**src/rtl/rtc_segment_encoder_if.sv**
```systemverilog
`default_nettype none
// +-----------------------------------------------------------------------+
// | rtc_segment_encoder_if : stopwatch digit bus into the segment encoder |
// | Revision 1.0                                                          |
// +-----------------------------------------------------------------------+
interface rtc_segment_encoder_if;
  logic [23:0] i_bcd;
  logic        i_valid;
  logic        i_lap;
  logic        i_lz_blank;
  logic        i_blink_en;
  logic [7:0]  o_segout1;
  logic [7:0]  o_segout2;
  logic [7:0]  o_segout3;
  logic [7:0]  o_segout4;
  logic [7:0]  o_segout5;
  logic [7:0]  o_segout6;
  logic        o_hold;

  modport master (
    output i_bcd, i_valid, i_lap, i_lz_blank, i_blink_en,
    input  o_segout1, o_segout2, o_segout3, o_segout4, o_segout5, o_segout6, o_hold
  );

  modport slave (
    input  i_bcd, i_valid, i_lap, i_lz_blank, i_blink_en,
    output o_segout1, o_segout2, o_segout3, o_segout4, o_segout5, o_segout6, o_hold
  );
endinterface
`default_nettype wire

```
**src/rtl/rtc_segment_encoder.sv**
```systemverilog
`default_nettype none
// +-----------------------------------------------------------------------+
// | rtc_segment_encoder : BCD time digits to six active-low 7-seg codes   |
// | Optional macro RTC_ENC_HEX_EN: A..F shown as hex glyphs, else dash.   |
// | Revision 1.0                                                          |
// +-----------------------------------------------------------------------+
module rtc_segment_encoder #(
  parameter int unsigned BLINK_DIV = 50_000_000,
  parameter logic [5:0]  DP_MASK   = 6'b010100
) (
  input  wire logic            i_sclk,
  input  wire logic            i_reset_n,
  rtc_segment_encoder_if.slave bus
);

  localparam logic [0:0]  c_LIVE       = 1'b0;
  localparam logic [0:0]  c_HOLD       = 1'b1;
  localparam logic [31:0] c_BLINK_LAST = 32'(BLINK_DIV - 1);

  logic [0:0]       r_state;
  logic [0:0]       w_state_next;
  logic             w_hold;
  logic             w_disp_load;
  logic [23:0]      r_cap;
  logic [23:0]      r_disp;
  logic [31:0]      r_blink_cnt;
  logic             r_blink_off;
  logic             w_blank_all;
  logic [5:0][7:0]  w_seg;
  logic [5:0][7:0]  r_seg;
  logic             w_lead;
  logic [3:0]       w_nib;
  logic [7:0]       w_code;

  function automatic logic [7:0] f_encode(input logic [3:0] nib);
    logic [7:0] code;
    case (nib)
      4'h0: code = 8'hC0;
      4'h1: code = 8'hF9;
      4'h2: code = 8'hA4;
      4'h3: code = 8'hB0;
      4'h4: code = 8'h99;
      4'h5: code = 8'h92;
      4'h6: code = 8'h82;
      4'h7: code = 8'hF8;
      4'h8: code = 8'h80;
      4'h9: code = 8'h90;
`ifdef RTC_ENC_HEX_EN
      4'hA: code = 8'h88;
      4'hB: code = 8'h83;
      4'hC: code = 8'hC6;
      4'hD: code = 8'hA1;
      4'hE: code = 8'h86;
      default: code = 8'h8E;
`else
      default: code = 8'hBF;
`endif
    endcase
    return code;
  endfunction

  // Hold FSM: state register / next-state / outputs
  always_ff @(posedge i_sclk or negedge i_reset_n) begin
    if (!i_reset_n) begin
      r_state <= c_LIVE;
    end else begin
      r_state <= w_state_next;
    end
  end

  always_comb begin
    w_state_next = r_state;
    case (r_state)
      c_LIVE:  if (bus.i_lap) w_state_next = c_HOLD;
      c_HOLD:  if (bus.i_lap) w_state_next = c_LIVE;
      default: w_state_next = c_LIVE;
    endcase
  end

  // Live display follows the capture path; a lap pulse out of HOLD reloads it.
  always_comb begin
    w_hold      = (r_state == c_HOLD);
    w_disp_load = (r_state == c_LIVE) || bus.i_lap;
  end

  always_ff @(posedge i_sclk or negedge i_reset_n) begin
    if (!i_reset_n) begin
      r_cap  <= 24'h000000;
      r_disp <= 24'h000000;
    end else begin
      if (bus.i_valid) begin
        r_cap <= bus.i_bcd;
      end
      if (w_disp_load) begin
        r_disp <= bus.i_valid ? bus.i_bcd : r_cap;
      end
    end
  end

  always_ff @(posedge i_sclk or negedge i_reset_n) begin
    if (!i_reset_n) begin
      r_blink_cnt <= 32'd0;
      r_blink_off <= 1'b0;
    end else if (!bus.i_blink_en) begin
      r_blink_cnt <= 32'd0;
      r_blink_off <= 1'b0;
    end else if (r_blink_cnt == c_BLINK_LAST) begin
      r_blink_cnt <= 32'd0;
      r_blink_off <= ~r_blink_off;
    end else begin
      r_blink_cnt <= r_blink_cnt + 32'd1;
    end
  end

  // Gating by the live enable lets a deasserted blink show digits on the next edge.
  assign w_blank_all = r_blink_off && bus.i_blink_en;

  always_comb begin
    w_seg  = '1;
    w_lead = 1'b1;
    w_nib  = 4'h0;
    w_code = 8'hFF;
    for (int k = 5; k >= 0; k--) begin
      w_nib  = r_disp[4*k +: 4];
      w_lead = w_lead && (w_nib == 4'h0);
      if (bus.i_lz_blank && w_lead && (k != 0)) begin
        w_code = 8'hFF;
      end else begin
        w_code = f_encode(w_nib);
      end
      if (DP_MASK[k]) begin
        w_code[7] = 1'b0;
      end
      if (w_blank_all) begin
        w_code = 8'hFF;
      end
      w_seg[k] = w_code;
    end
  end

  always_ff @(posedge i_sclk or negedge i_reset_n) begin
    if (!i_reset_n) begin
      r_seg <= '1;
    end else begin
      r_seg <= w_seg;
    end
  end

  assign bus.o_segout1 = r_seg[0];
  assign bus.o_segout2 = r_seg[1];
  assign bus.o_segout3 = r_seg[2];
  assign bus.o_segout4 = r_seg[3];
  assign bus.o_segout5 = r_seg[4];
  assign bus.o_segout6 = r_seg[5];
  assign bus.o_hold    = w_hold;

endmodule
`default_nettype wire

```
**src/flat_wrapper.sv**
```systemverilog
// flat-port wrapper written by rule: the top's interface ports become plain ports
module rtc_segment_encoder_flat 
#(
  parameter int unsigned BLINK_DIV = 50_000_000,
  parameter logic [5:0]  DP_MASK   = 6'b010100
)
  (i_sclk, i_reset_n, bus_i_bcd, bus_i_valid, bus_i_lap, bus_i_lz_blank, bus_i_blink_en, bus_o_segout1, bus_o_segout2, bus_o_segout3, bus_o_segout4, bus_o_segout5, bus_o_segout6, bus_o_hold);
  rtc_segment_encoder_if bus_i ();
  input  wire logic i_sclk;
  input  wire logic i_reset_n;
  input wire logic [$bits(bus_i.i_bcd)-1:0] bus_i_bcd;
  input wire logic [$bits(bus_i.i_valid)-1:0] bus_i_valid;
  input wire logic [$bits(bus_i.i_lap)-1:0] bus_i_lap;
  input wire logic [$bits(bus_i.i_lz_blank)-1:0] bus_i_lz_blank;
  input wire logic [$bits(bus_i.i_blink_en)-1:0] bus_i_blink_en;
  output wire logic [$bits(bus_i.o_segout1)-1:0] bus_o_segout1;
  output wire logic [$bits(bus_i.o_segout2)-1:0] bus_o_segout2;
  output wire logic [$bits(bus_i.o_segout3)-1:0] bus_o_segout3;
  output wire logic [$bits(bus_i.o_segout4)-1:0] bus_o_segout4;
  output wire logic [$bits(bus_i.o_segout5)-1:0] bus_o_segout5;
  output wire logic [$bits(bus_i.o_segout6)-1:0] bus_o_segout6;
  output wire logic [$bits(bus_i.o_hold)-1:0] bus_o_hold;
  assign bus_i.i_bcd = bus_i_bcd;
  assign bus_i.i_valid = bus_i_valid;
  assign bus_i.i_lap = bus_i_lap;
  assign bus_i.i_lz_blank = bus_i_lz_blank;
  assign bus_i.i_blink_en = bus_i_blink_en;
  assign bus_o_segout1 = bus_i.o_segout1;
  assign bus_o_segout2 = bus_i.o_segout2;
  assign bus_o_segout3 = bus_i.o_segout3;
  assign bus_o_segout4 = bus_i.o_segout4;
  assign bus_o_segout5 = bus_i.o_segout5;
  assign bus_o_segout6 = bus_i.o_segout6;
  assign bus_o_hold = bus_i.o_hold;
  rtc_segment_encoder #(.BLINK_DIV(BLINK_DIV), .DP_MASK(DP_MASK)) u_core (.i_sclk(i_sclk), .i_reset_n(i_reset_n), .bus(bus_i));
endmodule
```
**config.mk**
```make
export PLATFORM = sky130hd
export DESIGN_NAME = rtc_segment_encoder_flat
export DESIGN_NICKNAME = d
export VERILOG_FILES = /design/src/rtl/rtc_segment_encoder_if.sv /design/src/rtl/rtc_segment_encoder.sv /design/src/flat_wrapper.sv
export SDC_FILE = /design/constraint.sdc
export NUM_CORES = 1
export LEC_CHECK = 0
export CORE_MARGIN = 2
export CORE_UTILIZATION = 40
export CTS_BUF_LIST = sky130_fd_sc_hd__clkbuf_16
export CTS_CLUSTER_SIZE = 8
export DETAILED_ROUTE_END_ITERATION = 8
export PLACE_DENSITY = 0.63
export SLEW_MARGIN = 20
export SYNTH_ARGS = -nofsm -noshare
export SYNTH_HDL_FRONTEND = slang
export SYNTH_SLANG_ARGS = --single-unit
```
**constraint.sdc**
```tcl
create_clock -name i_sclk -period 4.5 [get_ports i_sclk]
set_input_delay 0.45 -clock i_sclk [delete_from_list [all_inputs] [get_ports i_sclk]]
set_output_delay 0.45 -clock i_sclk [all_outputs]
set_load 0.05 [all_outputs]
```
==> results.toml, run 1 <==
[status]
run_status = "completed"

[placed_design]
dp_hpwl_um = 7910
io_buffers = 74
gp_congestion = 0.789
place_inst = 775

[final_layout]
syn2layout_area_growth_pct = 24.0
final_util = 0.501
final_cell_mix = "dfrtp_1, clkdlybuf4s50_1, nor2_1, dfstp_2"
layout_commonest_cell = "dfrtp_1"
diodes = 0
instances_no_fill = 807
drive_gt1_frac = 0.177
final_nets = 672

[timing]
fin_skew_ns = 0.00827
finalCritPeriodShare = 0.551
setup_viol = 0
max-slew-margin-rel = 0.317
drv_slew = 0
whs_ns = 0.185
tns_ns = 0
fmax_mhz = 404
rsz0062_at_grt = "false"
hold_violations = 0
worst_pin_slew_ns = 1.02
finalCriticalPeriod_ns = 2.48

[critical_path]
critical_path_class = "register to register"
reg2reg_slack_ns = 2.02
r2r-start = "u_core.r_blink_cnt[0]$_DFF_PN0_"
r2r-end = "u_core.r_blink_cnt[5]$_DFF_PN0_"
critPathLaunchType = "register"
cp.arrival_ns = 2.75
rr_worst_depth = 6
worstSetupEndpointType = "register"
crit_fanout = 30
critical_path_required_ns = 4.78

[job]
drv_cap = 0

[logic_synthesis]
synth_area_um2 = 5810
synth-seq-area-share = 0.548
ys_ff_latch = 125
yosysWarnings = 0
synth_top_area_share = 0.353
yosysTopAreaCell = "dfrtp_1"
synth_edf_count = 0
synth.area.top_cells = "dfrtp_1, dfstp_2, ha_1"
synth.distinct_cells = 44
synth_flop_cell = "dfrtp_1"
async_flop_share = 1.00
synth.avg_cell_area_um2 = 10.8
synthCells = 538

[clock_tree]
postCtsHoldBufs = 0
cts-htree-levels = 4
cts_made_buffers = 17
post_cts_buffers = 0
cts_resized = 0
cts_tree = "built"
clk_pin_slew_ns = 0.05
numClockSinks = 125
clock_latency_ns = 0.42
clock_path_buffers = 2
clock-root-buffer = "clkbuf_16"

[power_and_ir_drop]
fin_total_pwr_w = 0.00463
p_leak_nw = 3.12
p_per_area_nw_per_um2 = 643
vdd_ir_drop_max_mv = 0.410

[min_path]
hold_path_class = "input pin to asynchronous set/reset pin"

[global_route]
grt_pass1_wl_um = 19600
antenna_found_initial = 0
grt_usage = 0.157
grt_pass1_vias = 4078
grt-ovfl-total = 0
grt_max_degree = 74

[route]
drt_iter0_drc = 183
dr.pass1.iters = 4
drc = 0
post_drt_wl_per_cell_um = 14.3
routed_wl_um = 11500
routed_via_density = 4.95
via_count = 3996
final_antenna_net_count = 0

[floorplanning]
fp.coreArea_um2 = 14400
row_count = 44
die_area_um2 = 15500
ios = 79
initial_core_util = 0.404
die_w_um = 124
dieHeight_um = 124
==> synth_stat cells (3+ instances only) <==
cell      count
dfrtp_1      82
nor2_1       65
dfstp_2      43
a21oi_1      39
nand2_1      39
o21ai_0      39
mux2_2       33
ha_1         32
inv_1        23
xor2_1       22
clkbuf_1     18
nand3_1      15
nand4_1      11
and2_1        8
nor2b_1       7
xnor2_1       7
and3_1        6
buf_4         5
buf_6         3
nand2b_1      3
nor3b_1       3
nor4_1        3
nor4_2        3
o211ai_1      3
==> critical path: stages (launching register included) <==
cell	delay, ns
dfrtp_1	0.40
ha_1	0.21
nand3_1	0.23
or4_1	0.58
nor4_2	0.28
or2b_2	0.52
nor2_1	0.11
==> registers in the layout, summed over array words and instances (netlist names), 7 cells and up <==
register              flops
u_core.bus.o_segout1      7
u_core.bus.o_segout2      7
u_core.bus.o_segout3      8
u_core.bus.o_segout4      7
u_core.bus.o_segout5      7
u_core.bus.o_segout6      7
u_core.r_blink_cnt       32
u_core.r_cap             24
u_core.r_disp            24
==> where the power goes <==
part	switching, W	internal, W
Clock	0.000463	0.000792
Sequential	0.000194	0.00151
Combinational	0.00109	0.000576
==> layout make-up <==
cell class	count	area (um2)
fillers	1270	7170
flip-flops and latches	125	3180
multi-input cells	367	2410
repair buffers	76	748
clock buffers	17	425
well taps	184	230
clock inverters	15	120
inverters	23	86.3
==> worst max path at each step <==
stage / endpoint / start / depth (start not counted)
6_report: u_core.r_blink_cnt[5]$_DFF_PN0_ / u_core.r_blink_cnt[0]$_DFF_PN0_ / 6
5_1_grt: u_core.r_blink_cnt[20]$_DFF_PN0_ / u_core.r_blink_cnt[0]$_DFF_PN0_ / 6
4_1_cts: u_core.r_blink_cnt[13]$_DFF_PN0_ / u_core.r_blink_cnt[0]$_DFF_PN0_ / 6
3_5_place_dp: u_core.bus.o_segout3[5]$_DFF_PN1_ / bus_i_lz_blank / 6
3_3_place_gp: u_core.bus.o_segout2[0]$_DFF_PN1_ / bus_i_lz_blank / 5
2_1_floorplan: u_core.r_blink_cnt[31]$_DFF_PN0_ / u_core.r_blink_cnt[11]$_DFF_PN0_ / 6
==> kinds of logic (layout without fill, tap and decap cells) <==
group           count (synthesis)  after routing  synth area share
buf+inv                        49            131            0.0388
mux                            35             35            0.0674
simple gates                  178            178             0.151
compound gates                 89             89            0.0810
other cells                     1              4          0.000646
flops                         125            125             0.548
fa+ha+maj                      32             32            0.0689
xor+xnor                       29             29            0.0437
==> routing by layer <==
layer	up-vias	track usage	routed length [um]
met1	1948	0.207	5410
met4	0	0.0615	204
li1	1960	-	-
met3	16	0.0524	567
met2	72	0.240	5340
met5	-	0	0
==> per-stage QoR <==
stage                     cell area, um2  setup WS, ns
final                               7200          2.02
after global routing                7200          1.80
after CTS                           7210          2.01
after detailed placement            6660          1.96
after global placement              6660          1.99
after floorplan                     5820          2.40
(Power assumes the default switching activity.)
==> run 2: changes to the inputs <==
==> constraint.sdc (replaced) <==
create_clock -name i_sclk -period 2.3 [get_ports i_sclk]
set_input_delay 0.23 -clock i_sclk [delete_from_list [all_inputs] [get_ports i_sclk]]
set_output_delay 0.23 -clock i_sclk [all_outputs]
set_load 0.05 [all_outputs]
==> run 2 against run 1 <==
  * Clock power is 110% higher
  * Via count is 1.1% higher
  * Critical path depth stayed put
  * Register-to-register slack worse by 1.9 ns
  * Largest power group unchanged
==> results.toml, run 2 (synthesis gave the netlist of run 1 again) <==
[critical_path]
critPathLaunchType = "register"
critical_path_class = "register to register"
critical_path_required_ns = 2.60
r2r-end = "u_core.r_blink_cnt[3]$_DFF_PN0_"
rr_worst_depth = 6
crit_top_cell = "or4_1"
max_stage_delay_ns = 0.54
path_cells = "or4_1 -> or4_1 -> nor4_4 -> or2b_4 -> buf_4 -> nor2_1"
r2r-start = "u_core.r_blink_cnt[11]$_DFF_PN0_"
worstSetupEndpointType = "register"
reg2reg_slack_ns = 0.08
cp_slowest_cell = "or4_1"
cp.arrival_ns = 2.52
crit_fanout = 9

[route]
drt_iter0_drc = 220
drc = 0
dr.pass1.iters = 4
via_count = 4039
final_antenna_net_count = 0
routed_via_density = 4.93
routed_wl_um = 11700
post_drt_wl_per_cell_um = 14.2

[global_route]
antenna_found_initial = 0
grt_max_degree = 126
grt_pass1_vias = 4113
grt-ovfl-total = 0
busiest_layer = "met2"
grt_usage = 0.158
met3_usage = 0.0571
use_met1 = 0.198
grtUsageMet2 = 0.252
grt_pass1_wl_um = 19800

[floorplanning]
initial_core_util = 0.404
die_w_um = 124
fp.coreArea_um2 = 14400
ios = 79
row_count = 44
die_area_um2 = 15500
dieHeight_um = 124

[timing]
worst_pin_slew_ns = 0.691
finalCritPeriodShare = 0.964
finalCriticalPeriod_ns = 2.22
drv_slew = 0
hold_violations = 0
max-slew-margin-rel = 0.540
setup_viol = 0
finalWorstSetupSlack_ns = 0.0833
rsz0062_at_grt = "false"
fin_skew_ns = 0.00550
fmax_mhz = 451
tns_ns = 0

[final_layout]
layout_commonest_cell = "dfrtp_1"
largest_reg_flops = 32
final_util = 0.513
syn2layout_area_growth_pct = 26.9
finalInstanceArea_um2 = 7370
drive_gt1_frac = 0.197
instances_no_fill = 820
diodes = 0
reg_top3 = "u_core.r_blink_cnt: 32 flops, u_core.r_cap: 24 flops, u_core.r_disp: 24 flops"
final_nets = 685
final_cell_mix = "dfrtp_1, clkdlybuf4s50_1, nor2_1, dfstp_2"
largest_register = "u_core.r_blink_cnt"

[clock_tree]
numClockSinks = 125
cts-htree-levels = 4
cts_made_buffers = 17
clk_pin_slew_ns = 0.06
post_cts_buffers = 0
cts_tree = "built"
clock_path_buffers = 2
clock_latency_ns = 0.42
clock-root-buffer = "clkbuf_16"

[min_path]
hold_path_class = "input pin to asynchronous set/reset pin"

[placed_design]
io_buffers = 74
pre_cts_slack_ns = 0.0535
gp_congestion = 0.824
dp_hpwl_um = 7950
placed_cell_area_um2 = 6770
place_inst = 787

[power_and_ir_drop]
p_per_area_nw_per_um2 = 1250
p_leak_nw = 3.20
vdd_ir_drop_max_mv = 0.770

[job]
drv_cap = 0

[status]
run_status = "completed"
run 2: area by class of cell:
cell class	instances	area (um2)
multi-input cells	367	2420
inverters	23	86.3
well taps	184	230
fillers	1249	7000
flip-flops and latches	125	3180
clock buffers	17	425
repair buffers	89	866
clock inverters	15	155
run 2: how the worst max path moves through the flow:
stage,cells past startpoint,startpoint,endpoint,slack [ns]
6_report,6,u_core.r_blink_cnt[11]$_DFF_PN0_,u_core.r_blink_cnt[3]$_DFF_PN0_,0.08
3_5_place_dp,6,u_core.r_blink_cnt[11]$_DFF_PN0_,u_core.r_blink_cnt[26]$_DFF_PN0_,0.05
3_3_place_gp,6,u_core.r_blink_cnt[11]$_DFF_PN0_,u_core.r_blink_cnt[18]$_DFF_PN0_,0.1
4_1_cts,6,u_core.r_blink_cnt[11]$_DFF_PN0_,u_core.r_blink_cnt[3]$_DFF_PN0_,0.04
2_1_floorplan,6,u_core.r_blink_cnt[11]$_DFF_PN0_,u_core.r_blink_cnt[31]$_DFF_PN0_,0.20
5_1_grt,6,u_core.r_blink_cnt[11]$_DFF_PN0_,u_core.r_blink_cnt[13]$_DFF_PN0_,0.01
run 2: worst max-delay path: cells and delay by family (launching register included):
kind / cells / cell delay, ns
AND/OR/NAND/NOR: 5 / 1.54
flip-flops: 1 / 0.41
buffers and inverters: 1 / 0.16
run 2: stage by stage:
step,hold WS (ns),total power [W]
6_report,0.430,0.00922
5_1_grt,0.443,0.00973
4_1_cts,0.418,0.00933
3_5_place_dp,0.389,0.00665
3_3_place_gp,0.387,0.00660
2_1_floorplan,-0.0656,0.00563
run 2: routing by layer:
| layer | wire (um) | up-vias | share of wire |
|---|---|---|---|
| met5 | 0 | - | 0 |
| met4 | 155 | 0 | 0.013 |
| met2 | 5590 | 81 | 0.48 |
| met3 | 689 | 13 | 0.059 |
| li1 | - | 1986 | - |
| met1 | 5250 | 1959 | 0.45 |
run 2: report_power, final:
part	total (W)	internal, W	switching [W]
Clock	0.00262	0.00167	0.000944
Sequential	0.00332	0.00296	0.000362
Combinational	0.00328	0.00114	0.00214
Total	0.00922	0.00577	0.00345
run 2: timing repair:
item,4_1_cts,5_1_grt
setup endpoints to repair,0,26
hold endpoints to repair,82,0
hold buffers,1,0
gates resized for setup,0,2
